**src/rtl/two_level_bpred_pkg.sv**
```systemverilog
// Shared types and counter helpers for the two-level branch predictor.
package bp_pkg;

    typedef enum logic [1:0] {
        BP_LOCAL  = 2'd0,
        BP_GLOBAL = 2'd1,
        BP_GSHARE = 2'd2
    } bp_mode_e;

    typedef enum logic {
        INIT = 1'b0,
        RUN  = 1'b1
    } bp_state_e;

    // Counters are handled at the widest supported width and narrowed by the caller.
    localparam int CTR_MAX_W = 3;

    // Saturating up/down step of a width-bit counter.
    function automatic logic [CTR_MAX_W-1:0] sat_update(
        input logic [CTR_MAX_W-1:0] ctr,
        input logic                 taken,
        input int                   width
    );
        logic [CTR_MAX_W-1:0] top;
        top = CTR_MAX_W'((1 << width) - 1);
        if (taken) begin
            sat_update = (ctr == top) ? ctr : ctr + 3'd1;
        end else begin
            sat_update = (ctr == '0) ? ctr : ctr - 3'd1;
        end
    endfunction

    // Weakly-not-taken value: MSB clear, all lower bits set.
    function automatic logic [CTR_MAX_W-1:0] weak_nt(input int width);
        weak_nt = (width <= 1) ? '0 : CTR_MAX_W'((1 << (width - 1)) - 1);
    endfunction

endpackage

```
**src/rtl/two_level_bpred_if.sv**
```systemverilog
// Lookup, update and status signals of the branch predictor.
interface two_level_bpred_if #(
    parameter int IDX_W = 8
);
    logic             lkp_valid;
    logic [31:0]      lkp_pc;
    logic             pred_valid;
    logic             pred_taken;
    logic [IDX_W-1:0] pred_idx;
    logic             upd_valid;
    logic [31:0]      upd_pc;
    logic [IDX_W-1:0] upd_idx;
    logic             upd_taken;
    logic             upd_pred;
    logic             ready;
    logic [31:0]      stat_branches;
    logic [31:0]      stat_mispred;

    modport master (
        output lkp_valid, lkp_pc, upd_valid, upd_pc, upd_idx, upd_taken, upd_pred,
        input  pred_valid, pred_taken, pred_idx, ready, stat_branches, stat_mispred
    );

    modport slave (
        input  lkp_valid, lkp_pc, upd_valid, upd_pc, upd_idx, upd_taken, upd_pred,
        output pred_valid, pred_taken, pred_idx, ready, stat_branches, stat_mispred
    );
endinterface

```
**src/rtl/two_level_bpred_pht.sv**
```systemverilog
// Pattern history table: registered lookup read, one write port shared by the
// init sweep and the saturating update (init has priority).
module bp_pht
    import bp_pkg::*;
#(
    parameter int IDX_W    = 8,
    parameter int CTR_BITS = 2
) (
    input  logic                clk,
    input  logic                rd_en,
    input  logic [IDX_W-1:0]    rd_idx,
    output logic [CTR_BITS-1:0] rd_ctr,
    input  logic                init_en,
    input  logic [IDX_W-1:0]    init_idx,
    input  logic                upd_en,
    input  logic [IDX_W-1:0]    upd_idx,
    input  logic                upd_taken
);
    localparam int DEPTH = 1 << IDX_W;

    logic [CTR_BITS-1:0]  mem [DEPTH];
    logic [CTR_BITS-1:0]  rd_ctr_reg;
    logic                 wr_en;
    logic [IDX_W-1:0]     wr_idx;
    logic [CTR_BITS-1:0]  wr_ctr;
    logic [CTR_MAX_W-1:0] upd_old;
    logic [CTR_MAX_W-1:0] upd_new;

    // Write mux: sweep value during init, otherwise read-modify-write of the resolved entry
    always_comb begin
        upd_old = CTR_MAX_W'(mem[upd_idx]);
        upd_new = sat_update(upd_old, upd_taken, CTR_BITS);
        wr_en   = init_en | upd_en;
        wr_idx  = init_en ? init_idx : upd_idx;
        wr_ctr  = init_en ? CTR_BITS'(weak_nt(CTR_BITS)) : CTR_BITS'(upd_new);
    end

    // Table storage; the lookup read samples the pre-write contents on a collision
    always_ff @(posedge clk) begin
        if (rd_en) begin
            rd_ctr_reg <= mem[rd_idx];
        end
        if (wr_en) begin
            mem[wr_idx] <= wr_ctr;
        end
    end

    assign rd_ctr = rd_ctr_reg;

endmodule

```
**src/rtl/two_level_bpred.sv**
```systemverilog
// Two-level branch direction predictor: index generation, local/global history,
// table-init sequencer and resolution statistics around the PHT.
module two_level_bpred
    import bp_pkg::*;
#(
    parameter int PC_BITS   = 4,
    parameter int HIST_BITS = 4,
    parameter int BHT_BITS  = 3,
    parameter int CTR_BITS  = 2,
    parameter int MODE      = 0
) (
    input logic              clk,
    input logic              rst,
    two_level_bpred_if.slave bus
);
    localparam int               IDX_W     = PC_BITS + HIST_BITS;
    localparam int               BHT_DEPTH = 1 << BHT_BITS;
    localparam logic [IDX_W-1:0] PTR_LAST  = '1;

    bp_state_e                            state_reg, state_next;
    logic [IDX_W-1:0]                     ptr_reg, ptr_next;
    logic                                 init_en, run, upd_en, bht_upd;
    logic [BHT_DEPTH-1:0][HIST_BITS-1:0]  bht_q;
    logic [HIST_BITS-1:0]                 ghr_reg, lkp_hist;
    logic [IDX_W-1:0]                     lkp_idx;
    logic                                 pred_valid_reg, pred_run_reg;
    logic [IDX_W-1:0]                     pred_idx_reg;
    logic [CTR_BITS-1:0]                  rd_ctr;
    logic [31:0]                          stat_branches_reg, stat_mispred_reg;
    logic                                 unused_bits;

    // Phase and sweep pointer registers
    always_ff @(posedge clk) begin
        if (rst) begin
            state_reg <= INIT;
            ptr_reg   <= '0;
        end else begin
            state_reg <= state_next;
            ptr_reg   <= ptr_next;
        end
    end

    // Visit every PHT entry once, then switch to normal operation
    always_comb begin
        state_next = state_reg;
        ptr_next   = ptr_reg;
        init_en    = 1'b0;
        case (state_reg)
            INIT: begin
                init_en  = 1'b1;
                ptr_next = ptr_reg + IDX_W'(1);
                if (ptr_reg == PTR_LAST) begin
                    state_next = RUN;
                end
            end
            RUN:     state_next = RUN;
            default: state_next = INIT;
        endcase
    end

    assign run     = (state_reg == RUN);
    assign upd_en  = bus.upd_valid & run & ~rst;
    assign bht_upd = upd_en && (MODE == int'(BP_LOCAL));

    // Per-address history entries: cleared by the sweep, shifted on resolution
    genvar gi;
    generate
        for (gi = 0; gi < BHT_DEPTH; gi++) begin : g_bht
            logic [HIST_BITS-1:0] hist_reg;
            always_ff @(posedge clk) begin
                if (init_en && ptr_reg == IDX_W'(gi)) begin
                    hist_reg <= '0;
                end else if (bht_upd && bus.upd_pc[BHT_BITS+1:2] == BHT_BITS'(gi)) begin
                    hist_reg <= HIST_BITS'({hist_reg, bus.upd_taken});
                end
            end
            assign bht_q[gi] = hist_reg;
        end
    endgenerate

    // Global history register, shifted only on resolved branches
    always_ff @(posedge clk) begin
        if (rst) begin
            ghr_reg <= '0;
        end else if (upd_en && MODE != int'(BP_LOCAL)) begin
            ghr_reg <= HIST_BITS'({ghr_reg, bus.upd_taken});
        end
    end

    // Lookup index from the PC and the history as it stands before this cycle's update
    always_comb begin
        lkp_hist = (MODE == int'(BP_LOCAL)) ? bht_q[bus.lkp_pc[BHT_BITS+1:2]] : ghr_reg;
        if (MODE == int'(BP_GSHARE)) begin
            lkp_idx = bus.lkp_pc[IDX_W+1:2] ^ IDX_W'(ghr_reg);
        end else begin
            lkp_idx = {bus.lkp_pc[PC_BITS+1:2], lkp_hist};
        end
    end

    bp_pht #(
        .IDX_W    (IDX_W),
        .CTR_BITS (CTR_BITS)
    ) u_pht (
        .clk       (clk),
        .rd_en     (bus.lkp_valid),
        .rd_idx    (lkp_idx),
        .rd_ctr    (rd_ctr),
        .init_en   (init_en),
        .init_idx  (ptr_reg),
        .upd_en    (upd_en),
        .upd_idx   (bus.upd_idx),
        .upd_taken (bus.upd_taken)
    );

    // Prediction pipeline stage; lookups made during init never predict taken
    always_ff @(posedge clk) begin
        if (rst) begin
            pred_valid_reg <= 1'b0;
            pred_run_reg   <= 1'b0;
            pred_idx_reg   <= '0;
        end else begin
            pred_valid_reg <= bus.lkp_valid;
            if (bus.lkp_valid) begin
                pred_run_reg <= run;
                pred_idx_reg <= lkp_idx;
            end
        end
    end

    // Saturating resolution statistics
    always_ff @(posedge clk) begin
        if (rst) begin
            stat_branches_reg <= '0;
            stat_mispred_reg  <= '0;
        end else if (upd_en) begin
            if (stat_branches_reg != '1) begin
                stat_branches_reg <= stat_branches_reg + 32'd1;
            end
            if (bus.upd_taken != bus.upd_pred && stat_mispred_reg != '1) begin
                stat_mispred_reg <= stat_mispred_reg + 32'd1;
            end
        end
    end

    assign bus.pred_valid    = pred_valid_reg;
    assign bus.pred_taken    = pred_run_reg & rd_ctr[CTR_BITS-1];
    assign bus.pred_idx      = pred_idx_reg;
    assign bus.ready         = run;
    assign bus.stat_branches = stat_branches_reg;
    assign bus.stat_mispred  = stat_mispred_reg;

    // Only a few PC bits and the counter MSB carry meaning here
    assign unused_bits = ^{bus.lkp_pc, bus.upd_pc, rd_ctr};

endmodule
```
**src/flat_wrapper.sv**
```systemverilog
// flat-port wrapper written by rule: the top's interface ports become plain ports
module two_level_bpred_flat import bp_pkg::*;
#(
    parameter int PC_BITS   = 4,
    parameter int HIST_BITS = 4,
    parameter int BHT_BITS  = 3,
    parameter int CTR_BITS  = 2,
    parameter int MODE      = 0
)
  (clk, rst, bus_lkp_valid, bus_lkp_pc, bus_upd_valid, bus_upd_pc, bus_upd_idx, bus_upd_taken, bus_upd_pred, bus_pred_valid, bus_pred_taken, bus_pred_idx, bus_ready, bus_stat_branches, bus_stat_mispred);
  two_level_bpred_if bus_i ();
  input logic clk;
  input logic rst;
  input wire logic [$bits(bus_i.lkp_valid)-1:0] bus_lkp_valid;
  input wire logic [$bits(bus_i.lkp_pc)-1:0] bus_lkp_pc;
  input wire logic [$bits(bus_i.upd_valid)-1:0] bus_upd_valid;
  input wire logic [$bits(bus_i.upd_pc)-1:0] bus_upd_pc;
  input wire logic [$bits(bus_i.upd_idx)-1:0] bus_upd_idx;
  input wire logic [$bits(bus_i.upd_taken)-1:0] bus_upd_taken;
  input wire logic [$bits(bus_i.upd_pred)-1:0] bus_upd_pred;
  output wire logic [$bits(bus_i.pred_valid)-1:0] bus_pred_valid;
  output wire logic [$bits(bus_i.pred_taken)-1:0] bus_pred_taken;
  output wire logic [$bits(bus_i.pred_idx)-1:0] bus_pred_idx;
  output wire logic [$bits(bus_i.ready)-1:0] bus_ready;
  output wire logic [$bits(bus_i.stat_branches)-1:0] bus_stat_branches;
  output wire logic [$bits(bus_i.stat_mispred)-1:0] bus_stat_mispred;
  assign bus_i.lkp_valid = bus_lkp_valid;
  assign bus_i.lkp_pc = bus_lkp_pc;
  assign bus_i.upd_valid = bus_upd_valid;
  assign bus_i.upd_pc = bus_upd_pc;
  assign bus_i.upd_idx = bus_upd_idx;
  assign bus_i.upd_taken = bus_upd_taken;
  assign bus_i.upd_pred = bus_upd_pred;
  assign bus_pred_valid = bus_i.pred_valid;
  assign bus_pred_taken = bus_i.pred_taken;
  assign bus_pred_idx = bus_i.pred_idx;
  assign bus_ready = bus_i.ready;
  assign bus_stat_branches = bus_i.stat_branches;
  assign bus_stat_mispred = bus_i.stat_mispred;
  two_level_bpred #(.PC_BITS(PC_BITS), .HIST_BITS(HIST_BITS), .BHT_BITS(BHT_BITS), .CTR_BITS(CTR_BITS), .MODE(MODE)) u_core (.clk(clk), .rst(rst), .bus(bus_i));
endmodule
```
**config.mk**
```make
export PLATFORM = sky130hd
export DESIGN_NAME = two_level_bpred_flat
export DESIGN_NICKNAME = d
export VERILOG_FILES = /design/src/rtl/two_level_bpred_pkg.sv /design/src/rtl/two_level_bpred_if.sv /design/src/rtl/two_level_bpred_pht.sv /design/src/rtl/two_level_bpred.sv /design/src/flat_wrapper.sv
export SDC_FILE = /design/constraint.sdc
export NUM_CORES = 1
export LEC_CHECK = 0
export CAP_MARGIN = 30
export CORE_ASPECT_RATIO = 1.4
export CORE_MARGIN = 2
export CORE_UTILIZATION = 33
export DETAILED_ROUTE_END_ITERATION = 8
export PLACE_DENSITY_LB_ADDON = 0.08
export SKIP_LAST_GASP = 1
export SLEW_MARGIN = 20
export SYNTH_ARGS = -nofsm -noshare
export SYNTH_HDL_FRONTEND = slang
export SYNTH_HIERARCHICAL = 1
export SYNTH_SLANG_ARGS = --single-unit
```
**constraint.sdc**
```tcl
create_clock -name clk -period 17 [get_ports clk]
set_input_delay 3.4 -clock clk [delete_from_list [all_inputs] [get_ports clk]]
set_output_delay 3.4 -clock clk [all_outputs]
set_load 0.05 [all_outputs]
```
==> flow_summary.json <==
{
  "wl_per_cell_microns": 26.3,
  "dieHeight_microns": 353,
  "power_density_nw_per_um2": 98.6,
  "critPathLaunchType": "input port",
  "cts_setup_buffers": 0,
  "drt_first_iter_violations": 1354,
  "cp_max_fo": 34,
  "first_pass_iters": 7,
  "placed_cell_area_sq_um": 30800,
  "area_growth_pct": 15.0,
  "synth_cells": 1949,
  "ctsResizeCount": 0,
  "max-slew-margin-rel": 0.337,
  "clk_pin_slew_worst_paths_ns": 0.06,
  "outcome": "complete, no violations",
  "instances_no_fill": 3220,
  "drtAntennaViolNets": 0,
  "numClockSinks": 628,
  "routed-via-count": 17500,
  "clock_latency_ns": 0.62,
  "cts_made_buffers": 68,
  "ir_worst_vdd_mv": 0.0464,
  "port_buffers": 95,
  "core.rowCount": 127,
  "fin_nets": 2092,
  "end_kind": "flop",
  "cts_tree": "built",
  "chipWidth_microns": 253,
  "setup_viol": 0,
  "worstSetupPathType": "in2reg",
  "yosys_warnings": 6,
  "hold_buffers": 0,
  "place.gp.congestion": 0.821,
  "max_cap_violations": 0,
  "syn_area_sq_um": 28700,
  "grt_pass1_wl_microns": 125000,
  "dieArea_sq_um": 89300,
  "layout-drive-gt1-share": 0.190,
  "syn-mean-instance-area_sq_um": 14.7,
  "dp_slack_ns": 8.20,
  "layout_setup_ws_ns": 9.02,
  "tns_ns": 0,
  "drv_slew": 0,
  "path_cells": "clkdlybuf4s50_1, mux4_2, mux2_4, buf_4, mux4_2, mux4_2, mux4_2, mux4_2",
  "hold_path_class": "reg2reg",
  "io_pins": 153,
  "via_per_inst": 5.43,
  "critPathMaxStageDelay_ns": 0.90,
  "total_power_mw": 3.25,
  "rsz0062_at_grt": "false",
  "wirelength_microns": 84600,
  "crit_arrival_ns": 8.34,
  "first_global_vias": 18600,
  "core_region_area_sq_um": 86000,
  "cp_slowest_cell": "clkdlybuf4s50_1",
  "grt_max_degree": 93,
  "layout.cells.most_common": "edfxtp_1",
  "n_antenna_cell": 0,
  "skew_ns": 0.0231,
  "fmax_ghz": 0.125,
  "cpMostUsedCell": "mux4_2",
  "initial_utilization": 0.334,
  "final-hold-violation-count": 0,
  "layout_common_cells": "edfxtp_1, nor2_1, mux4_2",
  "cellLeakagePower_nw": 10.0,
  "worstPathRequired_ns": 17.36,
  "cts-root-buf": "clkbuf_16",
  "largest_register_ffs": 512,
  "hpwlAfterDp_microns": 53000,
  "clockBufferDepth": 3,
  "cts_max_level": 3,
  "tightestPinTransition_ns": 0.985,
  "grtUsageTotal": 0.191,
  "fin_crit_sh": 0.469,
  "regMostFlops": "u_core/u_pht/mem",
  "place_inst": 3095,
  "grt.overflow.total": 0,
  "drc": 0,
  "fin_area_sq_um": 33000,
  "grt_antenna_before_repair": 0,
  "synth_nets": 2033,
  "fin_crit_ns": 7.98
}
[per-layer routing]
layer / part of all wire / global-route usage / wire length, microns / vias up
li1: - / - / - / 7781
met1: 0.39 / 0.224 / 33300 / 9166
met2: 0.54 / 0.354 / 45400 / 418
met3: 0.038 / 0.0220 / 3200 / 132
met4: 0.032 / 0.0723 / 2710 / 0
met5: 0 / 0 / 0 / -
[worst paths after layout]
check | startpoint | to | slack, ns | cells past startpoint
worst min-delay path | u_core/bus.pred_idx[5] | u_core/bus.pred_idx[5] | 0.50 | 2
worst max register to register | u_core/g_bht[0].hist_reg[0] | u_core/u_pht/rd_ctr[1] | 12.43 | 7
worst max-delay path | bus_lkp_pc[3] | u_core/u_pht/rd_ctr[1] | 9.02 | 8
worst min register to register | u_core/bus.pred_idx[5] | u_core/bus.pred_idx[5] | 0.50 | 2
[cell type report]
| cell class | instances | area [sq um] |
|---|---|---|
| flip-flops and latches | 628 | 17700 |
| clock inverters | 33 | 289 |
| clock buffers | 88 | 1850 |
| fillers | 8045 | 53000 |
| multi-input cells | 1157 | 10300 |
| well taps | 1161 | 1450 |
| repair buffers | 133 | 1280 |
| inverters | 20 | 75.1 |
[through the flow]
step	hold slack, ns	util
finish	0.496	0.384
global route	0.515	0.384
CTS	0.498	0.383
detailed placement	0.481	0.358
global placement	0.467	0.358
floorplan	0.452	-
[critical path: cells and delay by family]
kind / cells / cell delay (ns)
muxes: 6 / 3.23
buffers and inverters: 2 / 1.64
[where the power goes]
part	leakage [nW]	switching [mW]	internal, mW
Clock	1.03	0.611	0.844
Combinational	3.45	0.0956	0.0573
Sequential	5.51	0.00249	1.64
Note: power is estimated with default switching activity, not from simulation.
==> patch (same flow settings) <==
`MODE` is set to 0 in 2 places; all go to 1.
--- a/src/rtl/two_level_bpred.sv
+++ b/src/rtl/two_level_bpred.sv
@@ -8,5 +8,5 @@
     parameter int BHT_BITS  = 3,
     parameter int CTR_BITS  = 2,
-    parameter int MODE      = 0
+    parameter int MODE      = 1
 ) (
     input logic              clk,
--- a/src/flat_wrapper.sv
+++ b/src/flat_wrapper.sv
@@ -6,5 +6,5 @@
     parameter int BHT_BITS  = 3,
     parameter int CTR_BITS  = 2,
-    parameter int MODE      = 0
+    parameter int MODE      = 1
 )
   (clk, rst, bus_lkp_valid, bus_lkp_pc, bus_upd_valid, bus_upd_pc, bus_upd_idx, bus_upd_taken, bus_upd_pred, bus_pred_valid, bus_pred_taken, bus_pred_idx, bus_ready, bus_stat_branches, bus_stat_mispred);
Behaviour: no difference found for any inputs over 10 cycles, from zero or initial values and one cycle with rst high; that may be too few to reach the edited logic, so the function may still have changed.
==> patch against the unedited design <==
- clock skew is 4.9 ps higher
- clock power down 9%
- total power decreased by 6.7%
- synthesized cell count decreased by 5.8%
- area after synthesis decreased by 4.7%
- final area fell by 4.9%
- sequential cell count decreased by 28
- wire length decreased by 3.8%
- worst setup slack better by 99 ps
==> patch: results (changes against the unedited design) <==
Parameter                              Value

Placed design
  Instance count after placement with tap cells included ... 2,898 (-6.4%)
  Input/output buffers ... 92 (-3.2%)
  Weighted congestion at the end of routability-driven global placement ... 0.789 (-3.8%)
  Worst slack after detailed placement ... 8330 ps (+125 ps)
  Half-perimeter wire length after placement ... 51,600 µm (-2.6%)

Worst setup path
  Register-to-register path setup slack ... 12,870 ps (+440 ps)
  Reg-to-reg startpoint ... u_core/u_pht/mem[222][0]
  Reg2Reg Depth ... 10 (+3)
  Worst-path fanout max ... 72 (+110%)
  Maximum cell stage delay along the critical path ... 690 ps (-210 ps)
  CP top delay family ... buffers and inverters
  Data arrival time at the worst-slack endpoint ... 8210 ps (-130 ps)

Cells and area
  Proportion of layout cells with a drive suffix above 1 ... 19.3% (+0.27 points)
  Multi-In Gates ... 1,077 (-6.9%)
  Layout sequential cell count ... 600 (-4.5%)
  Fill cell instance count of the final layout ... 7,692 (-4.4%)
  Area of the multi-input gates ... 9540 µm² (-7.6%)
  Non-CTS inverters ... 17 (-15%)
  Count of nets after finishing ... 1,973 (-5.7%)
  Register fraction of the total cell area ... 54.7% (+1.0 points)
  Number of buffers other than clock buffers in the final layout ... 136 (+2.3%)
  Clock buffer and inverter area fraction after layout ... 6.12% (-0.37 points)
  Clock tree buffer count of the final layout ... 76 (-14%)

Pwr
  Total clock network power ... 1320 µW (-9%)
  Peak supply drop ... 0.103 mV (+120%)
  Internal Pwr Total ... 2370 µW (-6.9%)
  Flop pwr share ... 52.0% (+1.4 points)
  Psw ... 664 µW (-6.4%)
  Leakage component of the power ... 0.00927 µW (-7.3%)

Clocking
  H-tree levels ... 2 (-1)
  Total clock buffers created by CTS ... 60 (-12%)
  Clock latency on the worst-skew pair ... 660 ps (+40 ps)

Run status
  Result of the run ... finished, final reports clean

Detailed routing
  Routed vias ... 16.7k (-4.7%)
  Final routed wirelength across all metal layers ... 81,400 µm (-3.8%)
  Drt initial violations ... 1,062 (-22%)
  Routed wire length per instance ... 27.0 µm (+2.9%)

Timing
  Setup skew after layout ... 28.0 ps (+4.94 ps)
  Slew at the pin closest to its max-slew limit ... 962 ps (-23.3 ps)

Global route
  Total global-route track usage ... 19.2% (+0.13 points)
  Global-route wire length before repair ... 119,000 µm (-4.8%)
  Initial antenna violation count ... 1 (+1)
  Vias in the first global route ... 17.8k (-3.8%)
  Pin count of the biggest net entering global routing ... 85 (-8.6%)

Yosys
  Syn_nets ... 1,917 (-5.7%)
  Synthesized instance count ... 1,836 (-5.8%)

Worst hold path
  Worst min-delay path startpoint ... u_core/pred_run_reg
  Worst min-delay path endpoint ... u_core/pred_run_reg
==> patch: worst max-delay path by stage <==
stage                               from                       end  slack (ps)
after global placement    bus_upd_idx[0]  u_core/u_pht/mem[182][1]        8240
after global routing      bus_upd_idx[1]   u_core/u_pht/mem[37][1]        8740
after CTS                 bus_upd_idx[0]  u_core/u_pht/mem[220][0]        9000
after floorplan           bus_upd_idx[0]    u_core/u_pht/mem[0][1]        3220
after detailed placement  bus_upd_idx[0]  u_core/u_pht/mem[240][0]        8330
final                     bus_upd_idx[0]  u_core/u_pht/mem[243][0]        9120
==> patch: layer usage <==
layer  up-vias  track usage (%)  routed length [µm]
met3       118             2.14                2700
met5         -                0                   0
met4         0             6.18                2480
met2       352             36.8               44600
met1      8826             22.2               31600
li1       7374                -                   -
==> patch: metrics by stage <==
stage	hold WS [ps]	util, %	instance area (µm²)
2_1_floorplan	443	-	27300
5_1_grt	508	38.3	31400
4_1_cts	488	38.2	31300
3_3_place_gp	469	35.8	29300
6_report	486	38.3	31400
3_5_place_dp	471	35.8	29400
